## src/rtl/moka_rv32i_mc_pkg.sv

```systemverilog
`default_nettype none
// ============================================================================
// Module      : moka_rv32i_mc_pkg
// Description : Shared types and encodings for the moka RV32I multi-cycle
//               controller. It holds the FSM state encoding, the opcodes,
//               the ALU, immediate and mux select encodings, and the
//               immediate-format decode helper.
// Revision    : 1.0 - initial release
// ============================================================================
package moka_rv32i_mc_pkg;

    // FSM states. Encoding 15 is unused and recovers to FETCH.
    typedef enum logic [3:0] {
        FETCH    = 4'd0,
        DECODE   = 4'd1,
        MEMADR   = 4'd2,
        MEMREAD  = 4'd3,
        MEMWB    = 4'd4,
        MEMWRITE = 4'd5,
        EXECR    = 4'd6,
        EXECI    = 4'd7,
        ALUWB    = 4'd8,
        BRANCH   = 4'd9,
        JAL      = 4'd10,
        JALR     = 4'd11,
        LUI      = 4'd12,
        AUIPC    = 4'd13,
        TRAP     = 4'd14
    } state_t;

    localparam logic [6:0] OP_LOAD   = 7'b0000011;
    localparam logic [6:0] OP_STORE  = 7'b0100011;
    localparam logic [6:0] OP_R      = 7'b0110011;
    localparam logic [6:0] OP_I      = 7'b0010011;
    localparam logic [6:0] OP_BRANCH = 7'b1100011;
    localparam logic [6:0] OP_JAL    = 7'b1101111;
    localparam logic [6:0] OP_JALR   = 7'b1100111;
    localparam logic [6:0] OP_LUI    = 7'b0110111;
    localparam logic [6:0] OP_AUIPC  = 7'b0010111;

    typedef enum logic [3:0] {
        ALU_ADD  = 4'b0000,
        ALU_SUB  = 4'b0001,
        ALU_AND  = 4'b0010,
        ALU_OR   = 4'b0011,
        ALU_XOR  = 4'b0100,
        ALU_SLT  = 4'b0101,
        ALU_SLTU = 4'b0110,
        ALU_SLL  = 4'b0111,
        ALU_SRL  = 4'b1000,
        ALU_SRA  = 4'b1001
    } alu_ctrl_t;

    typedef enum logic [2:0] {
        IMM_I = 3'b000,
        IMM_S = 3'b001,
        IMM_B = 3'b010,
        IMM_J = 3'b011,
        IMM_U = 3'b100
    } imm_src_t;

    // Operation class handed to the ALU decoder.
    typedef enum logic [1:0] {
        ALUOP_ADD = 2'b00,  // fixed add (addresses, PC+4, targets)
        ALUOP_SUB = 2'b01,  // branch compare
        ALUOP_R   = 2'b10,  // register-register, funct7 selects SUB/SRA
        ALUOP_I   = 2'b11   // register-immediate, funct7 selects SRA only
    } alu_op_t;

    localparam logic [1:0] SRCA_PC     = 2'b00;
    localparam logic [1:0] SRCA_OLDPC  = 2'b01;
    localparam logic [1:0] SRCA_RD1    = 2'b10;
    localparam logic [1:0] SRCA_ZERO   = 2'b11;

    localparam logic [1:0] SRCB_RD2    = 2'b00;
    localparam logic [1:0] SRCB_IMM    = 2'b01;
    localparam logic [1:0] SRCB_FOUR   = 2'b10;

    localparam logic [1:0] RES_ALUOUT  = 2'b00;
    localparam logic [1:0] RES_DATA    = 2'b01;
    localparam logic [1:0] RES_ALURES  = 2'b10;

    // Immediate format for a given opcode; unknown opcodes fall back to I.
    function automatic logic [2:0] imm_src_of(input logic [6:0] op);
        logic [2:0] v;
        case (op)
            OP_LOAD, OP_JALR, OP_I: v = IMM_I;
            OP_STORE:               v = IMM_S;
            OP_BRANCH:              v = IMM_B;
            OP_JAL:                 v = IMM_J;
            OP_LUI, OP_AUIPC:       v = IMM_U;
            default:                v = IMM_I;
        endcase
        return v;
    endfunction

endpackage
`default_nettype wire

```

## src/rtl/moka_rv32i_mc_alu_decoder.sv

```systemverilog
`default_nettype none
// ============================================================================
// Module      : moka_rv32i_mc_alu_decoder
// Description : Combinational ALU control decode from the operation class
//               and the instruction funct fields.
// Ports       : alu_op   in  2  operation class (alu_op_t)
//               funct3   in  3  IR[14:12]
//               funct7   in  1  IR[30]
//               alu_ctrl out 4  ALUControl encoding (alu_ctrl_t)
// Revision    : 1.0 - initial release
// ============================================================================
module moka_rv32i_mc_alu_decoder
    import moka_rv32i_mc_pkg::*;
(
    input  logic [1:0] alu_op,
    input  logic [2:0] funct3,
    input  logic       funct7,
    output logic [3:0] alu_ctrl
);

    always_comb begin
        alu_ctrl = ALU_ADD;
        case (alu_op)
            ALUOP_ADD: alu_ctrl = ALU_ADD;
            ALUOP_SUB: alu_ctrl = ALU_SUB;
            default: begin
                case (funct3)
                    // IR[30] is part of the immediate for ADDI, so only the
                    // register form may turn an add into a subtract.
                    3'b000:  alu_ctrl = (alu_op == ALUOP_R && funct7) ? ALU_SUB : ALU_ADD;
                    3'b001:  alu_ctrl = ALU_SLL;
                    3'b010:  alu_ctrl = ALU_SLT;
                    3'b011:  alu_ctrl = ALU_SLTU;
                    3'b100:  alu_ctrl = ALU_XOR;
                    3'b101:  alu_ctrl = funct7 ? ALU_SRA : ALU_SRL;
                    3'b110:  alu_ctrl = ALU_OR;
                    default: alu_ctrl = ALU_AND;
                endcase
            end
        endcase
    end

endmodule
`default_nettype wire

```

## src/rtl/moka_rv32i_mc_controller.sv

```systemverilog
`default_nettype none
// ============================================================================
// Module      : moka_rv32i_mc_controller
// Description : Main control FSM of the multi-cycle moka RV32I core. It
//               sequences each instruction through 3-5 states over a shared
//               memory port and ALU.
// Ports       : clk, rst_n (sync, active-low)
//               op/funct3/funct7  instruction register fields
//               zero              ALU zero flag
//               mem_ready         memory completes the request this cycle
//               mem_req/MemWrite/AdrSrc          memory port control
//               IRWrite/PCWrite/RegWrite         register enables
//               ImmSrc/ALUSrcA/ALUSrcB/ALUControl/ResultSrc  datapath muxes
//               state/illegal_instr/instret      status
// Revision    : 1.0 - initial release
// ============================================================================
module moka_rv32i_mc_controller
    import moka_rv32i_mc_pkg::*;
#(
    parameter int DATA_WIDTH = 32,
    parameter int STATE_W    = 4
) (
    input  logic                  clk,
    input  logic                  rst_n,
    input  logic [6:0]            op,
    input  logic [2:0]            funct3,
    input  logic                  funct7,
    input  logic                  zero,
    input  logic                  mem_ready,
    output logic                  mem_req,
    output logic                  MemWrite,
    output logic                  AdrSrc,
    output logic                  IRWrite,
    output logic                  PCWrite,
    output logic                  RegWrite,
    output logic [2:0]            ImmSrc,
    output logic [1:0]            ALUSrcA,
    output logic [1:0]            ALUSrcB,
    output logic [3:0]            ALUControl,
    output logic [1:0]            ResultSrc,
    output logic [STATE_W-1:0]    state,
    output logic                  illegal_instr,
    output logic [DATA_WIDTH-1:0] instret
);

    state_t                r_state;
    state_t                w_next;
    logic                  r_illegal;
    logic [DATA_WIDTH-1:0] r_instret;
    logic [1:0]            w_alu_op;
    logic [3:0]            w_alu_ctrl;

    // ------------------------------------------------------------------
    // State, retired-instruction counter and sticky trap flag
    // ------------------------------------------------------------------
    always_ff @(posedge clk) begin
        if (!rst_n) begin
            r_state   <= FETCH;
            r_instret <= '0;
            r_illegal <= 1'b0;
        end else begin
            r_state <= w_next;
            // An instruction retires on its return to FETCH; TRAP never
            // returns, so trapped instructions are not counted.
            if (r_state != FETCH && w_next == FETCH)
                r_instret <= r_instret + DATA_WIDTH'(1);
            if (w_next == TRAP)
                r_illegal <= 1'b1;
        end
    end

    // ------------------------------------------------------------------
    // Next-state logic
    // ------------------------------------------------------------------
    always_comb begin
        w_next = FETCH;
        case (r_state)
            FETCH:    w_next = mem_ready ? DECODE : FETCH;
            DECODE: begin
                case (op)
                    OP_LOAD, OP_STORE: w_next = MEMADR;
                    OP_R:              w_next = EXECR;
                    OP_I:              w_next = EXECI;
                    OP_BRANCH:         w_next = (funct3[2:1] == 2'b00) ? BRANCH : TRAP;
                    OP_JAL:            w_next = JAL;
                    OP_JALR:           w_next = JALR;
                    OP_LUI:            w_next = LUI;
                    OP_AUIPC:          w_next = AUIPC;
                    default:           w_next = TRAP;
                endcase
            end
            MEMADR:   w_next = (op == OP_LOAD) ? MEMREAD : MEMWRITE;
            MEMREAD:  w_next = mem_ready ? MEMWB : MEMREAD;
            MEMWB:    w_next = FETCH;
            MEMWRITE: w_next = mem_ready ? FETCH : MEMWRITE;
            EXECR:    w_next = ALUWB;
            EXECI:    w_next = ALUWB;
            ALUWB:    w_next = FETCH;
            BRANCH:   w_next = FETCH;
            JALR:     w_next = JAL;
            JAL:      w_next = ALUWB;
            LUI:      w_next = ALUWB;
            AUIPC:    w_next = ALUWB;
            TRAP:     w_next = TRAP;
            default:  w_next = FETCH;
        endcase
    end

    // ------------------------------------------------------------------
    // ALU operation class per state
    // ------------------------------------------------------------------
    always_comb begin
        w_alu_op = ALUOP_ADD;
        case (r_state)
            EXECR:   w_alu_op = ALUOP_R;
            EXECI:   w_alu_op = ALUOP_I;
            BRANCH:  w_alu_op = ALUOP_SUB;
            default: w_alu_op = ALUOP_ADD;
        endcase
    end

    moka_rv32i_mc_alu_decoder u_alu_decoder (
        .alu_op   (w_alu_op),
        .funct3   (funct3),
        .funct7   (funct7),
        .alu_ctrl (w_alu_ctrl)
    );

    // ------------------------------------------------------------------
    // Datapath control outputs
    // ------------------------------------------------------------------
    always_comb begin
        mem_req   = 1'b0;
        MemWrite  = 1'b0;
        AdrSrc    = 1'b0;
        IRWrite   = 1'b0;
        PCWrite   = 1'b0;
        RegWrite  = 1'b0;
        ImmSrc    = imm_src_of(op);
        ALUSrcA   = SRCA_PC;
        ALUSrcB   = SRCB_RD2;
        ResultSrc = RES_ALUOUT;
        case (r_state)
            FETCH: begin
                // PC+4 goes straight from the ALU into PC while the fetched
                // word lands in IR, both on the completing cycle.
                mem_req   = 1'b1;
                IRWrite   = mem_ready;
                PCWrite   = mem_ready;
                ALUSrcB   = SRCB_FOUR;
                ResultSrc = RES_ALURES;
            end
            DECODE: begin
                ALUSrcA = SRCA_OLDPC;
                ALUSrcB = SRCB_IMM;
            end
            MEMADR: begin
                ALUSrcA = SRCA_RD1;
                ALUSrcB = SRCB_IMM;
            end
            MEMREAD: begin
                mem_req = 1'b1;
                AdrSrc  = 1'b1;
            end
            MEMWB: begin
                ResultSrc = RES_DATA;
                RegWrite  = 1'b1;
            end
            MEMWRITE: begin
                mem_req  = 1'b1;
                MemWrite = 1'b1;
                AdrSrc   = 1'b1;
            end
            EXECR: begin
                ALUSrcA = SRCA_RD1;
                ALUSrcB = SRCB_RD2;
            end
            EXECI: begin
                ALUSrcA = SRCA_RD1;
                ALUSrcB = SRCB_IMM;
            end
            ALUWB: begin
                ResultSrc = RES_ALUOUT;
                RegWrite  = 1'b1;
            end
            BRANCH: begin
                // funct3[0] distinguishes bne from beq.
                ALUSrcA = SRCA_RD1;
                ALUSrcB = SRCB_RD2;
                PCWrite = zero ^ funct3[0];
            end
            JALR: begin
                ALUSrcA = SRCA_RD1;
                ALUSrcB = SRCB_IMM;
            end
            JAL: begin
                // PC takes the target held in ALUOut while the ALU forms
                // OldPC+4 for the link writeback in ALUWB.
                ALUSrcA = SRCA_OLDPC;
                ALUSrcB = SRCB_FOUR;
                PCWrite = 1'b1;
            end
            LUI: begin
                ALUSrcA = SRCA_ZERO;
                ALUSrcB = SRCB_IMM;
            end
            AUIPC: begin
                ALUSrcA = SRCA_OLDPC;
                ALUSrcB = SRCB_IMM;
            end
            default: begin
            end
        endcase

        // Hold every enable and mux at zero while reset is asserted so an
        // abandoned instruction cannot write anything back.
        if (!rst_n) begin
            mem_req   = 1'b0;
            MemWrite  = 1'b0;
            AdrSrc    = 1'b0;
            IRWrite   = 1'b0;
            PCWrite   = 1'b0;
            RegWrite  = 1'b0;
            ImmSrc    = 3'b000;
            ALUSrcA   = 2'b00;
            ALUSrcB   = 2'b00;
            ResultSrc = 2'b00;
        end
    end

    assign ALUControl    = rst_n ? w_alu_ctrl : 4'b0000;
    assign state         = STATE_W'(r_state);
    assign illegal_instr = r_illegal;
    assign instret       = r_instret;

endmodule
`default_nettype wire

```

## config.mk

```make
export PLATFORM = sky130hd
export DESIGN_NAME = moka_rv32i_mc_controller
export DESIGN_NICKNAME = d
export VERILOG_FILES = /design/src/rtl/moka_rv32i_mc_pkg.sv /design/src/rtl/moka_rv32i_mc_alu_decoder.sv /design/src/rtl/moka_rv32i_mc_controller.sv
export SDC_FILE = /design/constraint.sdc
export NUM_CORES = 1
export LEC_CHECK = 0
export ABC_CLOCK_PERIOD_IN_PS = 4600
export CORE_MARGIN = 5
export CORE_UTILIZATION = 40
export DETAILED_ROUTE_END_ITERATION = 8
export GPL_ROUTABILITY_DRIVEN = 0
export PLACE_DENSITY = 0.78
export SYNTH_ARGS = -nofsm -noshare
export SYNTH_HDL_FRONTEND = slang
export SYNTH_SLANG_ARGS = --single-unit
```

## constraint.sdc

```tcl
create_clock -name clk -period 4.6 [get_ports clk]
set_input_delay 0.46 -clock clk [delete_from_list [all_inputs] [get_ports clk]]
set_output_delay 0.46 -clock clk [all_outputs]
set_load 0.01 [all_outputs]
```

==> impl_results.md <==
* Psw at 288 uW
* Final clock period utilization by the worst path at a little under three quarters
* Clock network fraction of total power at a little over a quarter
* TritonRoute pass-1 iters at 4
* Library cells used by synthesis at 58
* Hold WS at 0.466 ns
* Vias at ~2800
* Later-pin clock latency in the skew report at 0.29 ns
* Most common cell after layout, fill and taps aside: clkdlybuf4s50_1
* Synthesized flop and latch total at 37
* Core Footprint at a little under 7000 um2
* Row count at 30
* Required time of the critical path at 4.14 ns
* Worst r2r src: state[1]
* H-Tree Depth at 2
* YS warnings at 0
* Root Driver: clkbuf_8
* CTS clk-pin slew, worst paths at around 0.08 ns
* Critical Path AT at roughly 2.9 ns
* Area grow syn2layout at 26.5%
* Sequential share of power at 43.6%
* Internal at 534 uW
* DR iter-0 viols at 135
* Die area at 8790 um2
* Final Net Count at 432
* EDFF count, synth at 0
* Slew headroom at about 40%
* Post-CTS setup buffers at 0
* Buffers on Ports at 70
* Syn Area/Cell at just under 8 um2
* Ports at 71
* Most used DFF post-synth: dfxtp_1
* HP Class: reg -> reg
* Layout cells sized above 1 at 7.19%
* Post_cts resized at 0
* Syn_nets at 380
* Status: complete, no violations
* Wire per inst at 13.5 um
* Post-synth top area share at between 20% and 30%
* Worst path buffer plus inverter count at 2
* Clock sinks at 37
* Switching Share at 35.1%
* Setup tns final at 0 ns
* Final Hold Fails at 0
* RSZ-0062 raised after global routing: no
* Starting Density at just over 40%
* Antenna diodes at 0
* CTS max path bufs at 2
* Comb power frac at between 20% and 30%
* Max_cap viols at 0
* Max Fanout on Critical Path at 19
* Dpl hpwl at approximately 4800 um
* Final Max Tran Viols at 0
* First-pass GRT wire length at 11600 um
* CTS tree: built
* Cell taking the most area after synthesis: dfxtp_1
* Chip width at between 90 and 100 um
* Number of global-route vias before repair at 2526
* Sequential area share after synthesis at about a quarter
* Worst setup path startpoint: state[2]
* Clock Skews at 0.00710 ns
* Pin count of the biggest net entering global routing at 65
* Mapped Area at ~2800 um2
* CP startpoint kind: register
* WS Path Type: reg -> out
* Cell count after synthesis at around 360
* CP cell instances: clkinv_1 > nor2_1 > a31oi_1 > o21ai_0 > o2111ai_1 > a21oi_1 > clkdlybuf4s50_1
* Async SR Flop Fraction at 0%
* Final min period at ~3.3 ns
* Crit path max-delay cell type: dfxtp_1
* Hold-fix buffers, CTS at 0
* Vias/cell at 5.48
* Leakage at 1.13 nW
* Initial antenna violation count at 0
* Global Route Usage Sum at 15.9%
* Post-route antenna net violation count at 0
* Total Routed Length at between 6000 and 7000 um
* Fmax at between 300 and 400 MHz
* Final setup fails at 0
* Critical path endpoint category: primary output
* Clock buffer count from CTS at 5
* # DRC at 0
* Synth top area cells: dfxtp_1 (26%), mux2i_1 (11%), nand2_1 (8.3%)
* CP peak stage delay at 0.71 ns
* Most frequent cells in the layout: clkdlybuf4s50_1 (69), nand2_1 (62), dfxtp_1 (37)
* Power per cell area at around 230 nW/um2
* Die Height at around 94 um
* Hold wc startpoint: illegal_instr
* Critical path's top delay family: buffers and inverters
* Grt total ovfl at 0
* Max IR drop VDD at between 0.0001 and 0.00015 V
* Worst-margin pin slew at roughly 0.9 ns
-- power groups by stage --
stage	Sequential [mW]	Combinational [mW]	Clock (mW)
floorplan	0.348	0.205	0
global placement	0.365	0.236	0
detailed placement	0.365	0.240	0
CTS	0.357	0.242	0.228
global route	0.361	0.264	0.244
finish	0.358	0.242	0.221
-- final timing paths --
kind | end | slack (ns) | depth (start not counted)
worst max-delay path | ALUControl[0] | 1.29 | 7
worst min-delay path | illegal_instr | 0.47 | 1
worst max register to register | instret[7] | 1.73 | 6
worst min register to register | illegal_instr | 0.47 | 1
-- synthesized netlist by cell type, types with 2 or more instances --
master / count
nand2_1: 62
dfxtp_1: 37
mux2i_1: 30
nand2b_1: 30
nor2_1: 19
nor4_1: 19
nand3_1: 17
a21oi_1: 14
clkbuf_1: 14
inv_1: 13
nor4_2: 10
nand4_1: 8
nor3_1: 8
and3_1: 6
buf_6: 6
o21ai_0: 6
buf_2: 5
a211oi_1: 3
and2_1: 3
nand3b_1: 3
nor2b_1: 3
o31ai_1: 3
or4_1: 3
xor2_1: 3
a31oi_1: 2
nor4b_1: 2
o21a_1: 2
o41ai_1: 2
xnor2_1: 2
-- logic make-up (layout without fill, tap and decap cells) --
| logic type | count (synthesis) | after routing | share of synthesized area (%) |
|---|---|---|---|
| adder cells (fa/ha/maj) | 1 | 1 | 0.446 |
| AO/OA/AOI/OAI | 44 | 44 | 10.9 |
| buffers and inverters | 42 | 95 | 8.16 |
| XOR/XNOR | 5 | 5 | 1.56 |
| multiplexers | 30 | 30 | 10.7 |
| flip-flops | 37 | 37 | 26.4 |
| AND/OR/NAND/NOR | 205 | 205 | 41.8 |
-- layer usage --
metal  wire length [um]  track usage, %  up-vias
met5                  0               0        -
met1               3270            20.7     1308
met2               3150            26.2       82
met4                 82            4.93        0
li1                   -               -     1411
met3                438            3.04        8
-- state kept, by name (all words and copies together) (netlist names) --
name and cells:
illegal_instr 1, instret 32, state 4
-- cell type report --
type                            instances  area (um2)
Clock buffer                            6        72.6
Clock inverter                          2        10.0
Fill cell                             636        3240
Inverter                               14        52.6
Multi-Input combinational cell        285        1840
Sequential cell                        37         741
Tap cell                               96         120
Timing Repair Buffer                   73         718
-- worst reg2reg max path: stages, from the launching register on --
cell	delay (ns)
dfxtp_1	0.70
nand2b_1	0.32
o41ai_1	0.10
a31oi_1	0.28
nand4_1	0.60
nor4b_1	0.58
mux2i_1	0.22
-- per-stage QoR --
stage	total power, mW	util, %	cell area [um2]	std cells	worst slack [ns]
floorplan	0.553	-	2810	364	2.30
global placement	0.600	51.0	3470	505	1.42
detailed placement	0.605	51.0	3470	505	1.38
CTS	0.827	52.2	3550	513	1.31
global route	0.869	52.2	3550	513	1.07
finish	0.822	52.2	3550	513	1.29
(Power assumes the default switching activity.)
